==> src/rtl/seg_scan_driver_8dig.sv <==
// Time-multiplexed 7-segment scan driver: latches all digits once per frame, then
// drives one active-low anode per refresh slot with BCD decode, leading-zero blanking and dp.
module seg_scan_driver_8dig #(
  parameter int NUM_DIG     = 8,
  parameter int REFRESH_DIV = 100000,
  parameter int BLANK_LEAD  = 1
) (
  input  logic                   clk,
  input  logic                   rst,
  input  logic [4*NUM_DIG-1:0]   digits,
  input  logic [NUM_DIG-1:0]     dig_en,
  input  logic [NUM_DIG-1:0]     dp_in,
  output logic [NUM_DIG-1:0]     an,
  output logic [6:0]             seg,
  output logic                   dp,
  output logic                   frame_done
);

  localparam int CNT_W = (REFRESH_DIV > 1) ? $clog2(REFRESH_DIV) : 1;
  localparam int IDX_W = (NUM_DIG > 1) ? $clog2(NUM_DIG) : 1;
  localparam logic [CNT_W-1:0] CNT_LAST = CNT_W'(REFRESH_DIV - 1);
  localparam logic [IDX_W-1:0] IDX_LAST = IDX_W'(NUM_DIG - 1);

  logic [CNT_W-1:0]       cnt;
  logic [IDX_W-1:0]       idx;
  logic [IDX_W-1:0]       idx_nxt;
  logic                   load_pending;
  logic                   tick;
  logic                   wrap;
  logic                   capture;
  logic [4*NUM_DIG-1:0]   sh_digits;
  logic [NUM_DIG-1:0]     sh_en;
  logic [NUM_DIG-1:0]     sh_dp;
  logic [4*NUM_DIG-1:0]   src_digits;
  logic [NUM_DIG-1:0]     src_en;
  logic [NUM_DIG-1:0]     src_dp;
  logic [NUM_DIG-1:0]     blank_p0;
  logic [3:0]             slot_val_p0;
  logic                   slot_dark_p0;
  logic [NUM_DIG-1:0]     an_p0;
  logic [6:0]             seg_p0;
  logic                   dp_p0;

  // Active-low segments, bit 6 = CG ... bit 0 = CA; non-BCD codes show a dash.
  function automatic logic [6:0] bcd_to_seg(input logic [3:0] v);
    logic [6:0] s;
    case (v)
      4'd0:    s = 7'b1000000;
      4'd1:    s = 7'b1111001;
      4'd2:    s = 7'b0100100;
      4'd3:    s = 7'b0110000;
      4'd4:    s = 7'b0011001;
      4'd5:    s = 7'b0010010;
      4'd6:    s = 7'b0000010;
      4'd7:    s = 7'b1111000;
      4'd8:    s = 7'b0000000;
      4'd9:    s = 7'b0010000;
      default: s = 7'b0111111;
    endcase
    return s;
  endfunction

  // The first tick after reset loads the shadows and parks the scan at slot 0.
  always_comb begin
    tick       = (cnt == CNT_LAST);
    wrap       = (idx == IDX_LAST);
    capture    = tick && (load_pending || wrap);
    idx_nxt    = (load_pending || wrap) ? '0 : idx + IDX_W'(1);
    src_digits = capture ? digits : sh_digits;
    src_en     = capture ? dig_en : sh_en;
    src_dp     = capture ? dp_in  : sh_dp;
  end

  // Blanking walks down from the top; a disabled digit does not stop it.
  always_comb begin : blank_calc
    logic lead;
    lead     = 1'b1;
    blank_p0 = '0;
    for (int i = NUM_DIG - 1; i > 0; i--) begin
      blank_p0[i] = (BLANK_LEAD != 0) && lead && (src_digits[4*i +: 4] == 4'd0);
      lead        = lead && ((src_digits[4*i +: 4] == 4'd0) || !src_en[i]);
    end
  end

  // Stage p0: decode the slot that becomes visible on the next tick
  always_comb begin
    slot_val_p0  = src_digits[4*idx_nxt +: 4];
    slot_dark_p0 = !src_en[idx_nxt] || blank_p0[idx_nxt];
    an_p0        = '1;
    seg_p0       = 7'h7F;
    dp_p0        = 1'b1;
    if (!slot_dark_p0) begin
      an_p0[idx_nxt] = 1'b0;
      seg_p0         = bcd_to_seg(slot_val_p0);
      dp_p0          = ~src_dp[idx_nxt];
    end
  end

  // Stage p1: registered display outputs, scan state and frame shadows
  always_ff @(posedge clk) begin
    if (rst) begin
      cnt          <= '0;
      idx          <= '0;
      load_pending <= 1'b1;
      sh_digits    <= '0;
      sh_en        <= '0;
      sh_dp        <= '0;
      an           <= '1;
      seg          <= 7'h7F;
      dp           <= 1'b1;
      frame_done   <= 1'b0;
    end else begin
      cnt        <= tick ? '0 : cnt + CNT_W'(1);
      frame_done <= tick && wrap && !load_pending;
      if (tick) begin
        idx <= idx_nxt;
        an  <= an_p0;
        seg <= seg_p0;
        dp  <= dp_p0;
      end
      if (capture) begin
        sh_digits    <= digits;
        sh_en        <= dig_en;
        sh_dp        <= dp_in;
        load_pending <= 1'b0;
      end
    end
  end

endmodule
==> config.mk <==
export PLATFORM = sky130hd
export DESIGN_NAME = seg_scan_driver_8dig
export DESIGN_NICKNAME = d
export VERILOG_FILES = /design/src/rtl/seg_scan_driver_8dig.sv
export SDC_FILE = /design/constraint.sdc
export NUM_CORES = 1
export LEC_CHECK = 0
export CORE_UTILIZATION = 30
export CTS_BUF_LIST = sky130_fd_sc_hd__clkbuf_8
export CTS_CLUSTER_SIZE = 12
export DETAILED_ROUTE_END_ITERATION = 12
export GPL_ROUTABILITY_DRIVEN = 0
export GPL_TIMING_DRIVEN = 1
export PLACE_DENSITY = 0.52
export SLEW_MARGIN = 20
export SYNTH_ARGS = -nofsm -noshare
export SYNTH_HDL_FRONTEND = slang
export SYNTH_SLANG_ARGS = --single-unit
==> constraint.sdc <==
create_clock -name clk -period 3.8 [get_ports clk]
set_clock_uncertainty 0.1 [all_clocks]
set_input_delay 0.95 -clock clk [delete_from_list [all_inputs] [get_ports clk]]
set_output_delay 0.95 -clock clk [all_outputs]
set_load 0.1 [all_outputs]
==> results.md <==
- R2R cell count: 13
- GR Overflow Total: 0
- Pwr/cell area: around 330 nW/µm²
- Wl on met1: ~5700 µm
- Clk buf depth: 2
- TritonCTS Buffers: 9
- WHS Path Cells: 2
- RR Endpoint: seg[3]
- DIE AREA: ~14000 µm²
- Post-synth EDFFs: 0
- DRT Pass-1 Iters: 6
- Crit-path slowest cell: a211o_1
- DRC violations left: 0
- WP data required: roughly 4000 ps
- HPWL Detailed: about 9000 µm
- Max layer used: met4
- Post-Synthesis Cells: 517
- # rows: 42
- Asr flop ratio synth: 0
- Max-slew violations: 0
- Setup violators final: 0
- Tcrit/Tclk final: 0.854
- Mean Syn Cell Area: between 8 and 9 µm²
- Cell repeated most along the worst path: ha_1
- Layout area overhead: 24.8%
- Critical Path, Cell by Cell: ha_1, ha_1, nor2_2, buf_4, nor3_2, nand2_4, mux2_2, a211o_1, inv_1, ha_1, nand2b_1, a21oi_1, o22a_1
- Cell Area, Placed: about 5000 µm²
- Critical path's largest stage delay: approximately 390 ps
- Fin Hold WS: about 350 ps
- H-tree Lvls: 3
- R2r startpoint: idx[0]
- Post-route cell area: ~5200 µm²
- # diodes: 0
- WS Path Type: reg -> reg
- Relative slew slack: 0.356
- Pin count of the biggest net entering global routing: 35
- Netlist cell types: 65
- Flops & latches, synth: 86
- Worst setup SP type: register
- Status: finished clean
- Initial DRC count: 297
- Total placed cells including tap cells: between 700 and 800
- Synthesis warning total: 0
- VDD IR max: around 0.13 mV
- Lkg Pwr: about 0.0018 µW
- Die Y: between 100 and 150 µm
- CTS Sinks: 86
- Fin. Hold Viols: 0
- Critical path buffers and inverters: 2
- Setup repair bufs after CTS: 0
- RSZ-0062 raised after global routing: no
- HP Start: sh_dp[7]
- Die X: between 100 and 150 µm
- WL met2: between 5000 and 6000 µm
- Hold EP: sh_dp[7]
- F_max: 308 MHz
- Clock slew seen by the registers of the worst setup and hold paths: 80 ps
- CP arrival: approximately 3500 ps
- Core Box Area: roughly 13000 µm²
- CP endpoint kind: register
- # port buffers: 66
- Number of global-route vias before repair: 3816
- Worst path top cell family by delay: simple AND/OR/NAND/NOR gates
- Hold WC Path Type: reg -> reg
- Root Driver: clkbuf_8
- Wire length on met3: 503 µm
- First-pass GRT wire length: just under 20000 µm
- Setup_tns: 0 ps
- Drt total wl: roughly 12000 µm
- Flop-to-flop setup slack: ~560 ps
- Netlist Area Pre-Place: between 4000 and 5000 µm²
- Worst-path fanout max: 27
- Synth Flop Type: dfxtp_1
- Max cap viols: 0
- DR vias: between 3000 and 4000
- CTS resizes: 0
- CTS hold repair buffers: 0
- Layout Nets: 635
- Slew @ Worst Pin: a little under 1000 ps
- Number of I/O pins: 67
- Worst skew pair latency: 370 ps
- Finished Layout Cells: about 760
- Initial antenna violation count: 0
- CTS tree: done
- Vias/cell: around 5.1
- Total GRT Usage: 0.174
- Minimum clock period: ~3200 ps
- Synthesized net count: between 500 and 600
- Routed len/inst: 15.8 µm
- Crit path from: idx[0]
- Detail Route Antenna Nets: 0
- Register area share after synthesis: 0.414
- Fraction of layout instances using a drive strength above 1: 0.103
- Initial Utilization: 0.310
==> state kept, by name, summed over array words and instances, names as in the netlist, 3 cells and up <==
register and count:
an 8, sh_digits 32, seg 7, sh_dp 8
sh_en 8, cnt 17, idx 3
==> cells in the mapped netlist (5+ instances only) <==
master	number	area, µm²
nand2_1	113	424
dfxtp_1	86	1720
a21oi_1	66	330
nor2_1	43	161
clkbuf_1	26	97.6
nand3_1	14	70.1
mux2i_1	12	120
inv_1	11	41.3
o22ai_1	9	56.3
ha_1	8	100
xor2_1	8	70.1
and2_1	7	43.8
nor2b_1	7	43.8
o22a_1	6	52.6
nand4_1	5	31.3
nor4_1	5	31.3
or3_1	5	31.3
or4_1	5	37.5
==> through the flow <==
step                      total power [µW]  utilization  setup slack [ps]
after floorplan                        946            -               748
after global placement                1010        0.371               603
after detailed placement              1010        0.371               566
after CTS                             1710        0.387               555
after global routing                  1760        0.387               301
final                                 1690        0.387               555
==> worst max-delay path by stage <==
stage	endpoint	cells after the start
4_1_cts	seg[3]	13
6_report	seg[3]	13
5_1_grt	seg[3]	13
2_1_floorplan	seg[3]	14
3_3_place_gp	seg[3]	10
3_5_place_dp	seg[3]	10
==> placed cells by master (no fill, tap or decap), drive strengths merged, types with 6 or more instances in the layout <==
cell type      instances
o22a                   6
and2                   8
buf                   30
clkbuf                10
nand2                114
nor2                  45
xor2                   8
o22ai                  9
clkdlybuf4s50         49
a21oi                 66
ha                     8
nor4                   6
dfxtp                 86
inv                   13
nor2b                  7
mux2i                 12
nand3                 14
==> worst reg2reg max path, cell delays in order, from the launching register on <==
cell and delay (ps):
dfxtp_1 340, ha_1 160, ha_1 240, nor2_2 60, buf_4 160, nor3_2 280, nand2_4 260, mux2_2 360
a211o_1 390, inv_1 150, ha_1 250, nand2b_1 150, a21oi_1 160, o22a_1 130
==> cells by family after synthesis <==
kind of cell / after synthesis / synth area share
AOI/OAI and AO/OA: 119 / 0.177
xor gates and xnor gates: 12 / 0.0253
adders and majority gates: 8 / 0.0241
buffers and inverters: 41 / 0.0397
DFF: 86 / 0.414
muxes: 18 / 0.0514
and+or+nand+nor: 233 / 0.269
==> final cells by class <==
class / count / area [µm²]
well taps: 176 / 220
repair buffers: 79 / 713
clock inverters: 6 / 77.6
inverters: 11 / 41.3
multi-input cells: 390 / 2280
clock buffers: 10 / 138
flip-flops and latches: 86 / 1720
fillers: 1425 / 8210
==> layer usage <==
metal | global-route usage | up-vias
met5 | 0 | -
met4 | 0.0813 | 0
met3 | 0.0333 | 22
met2 | 0.280 | 101
met1 | 0.225 | 1833
li1 | - | 1928
==> power by group <==
part	total (µW)	internal, µW	switching (µW)
sequential	905	903	2.56
clock	702	381	321
combinational	81.3	50.5	30.8
(Power assumes the default switching activity.)
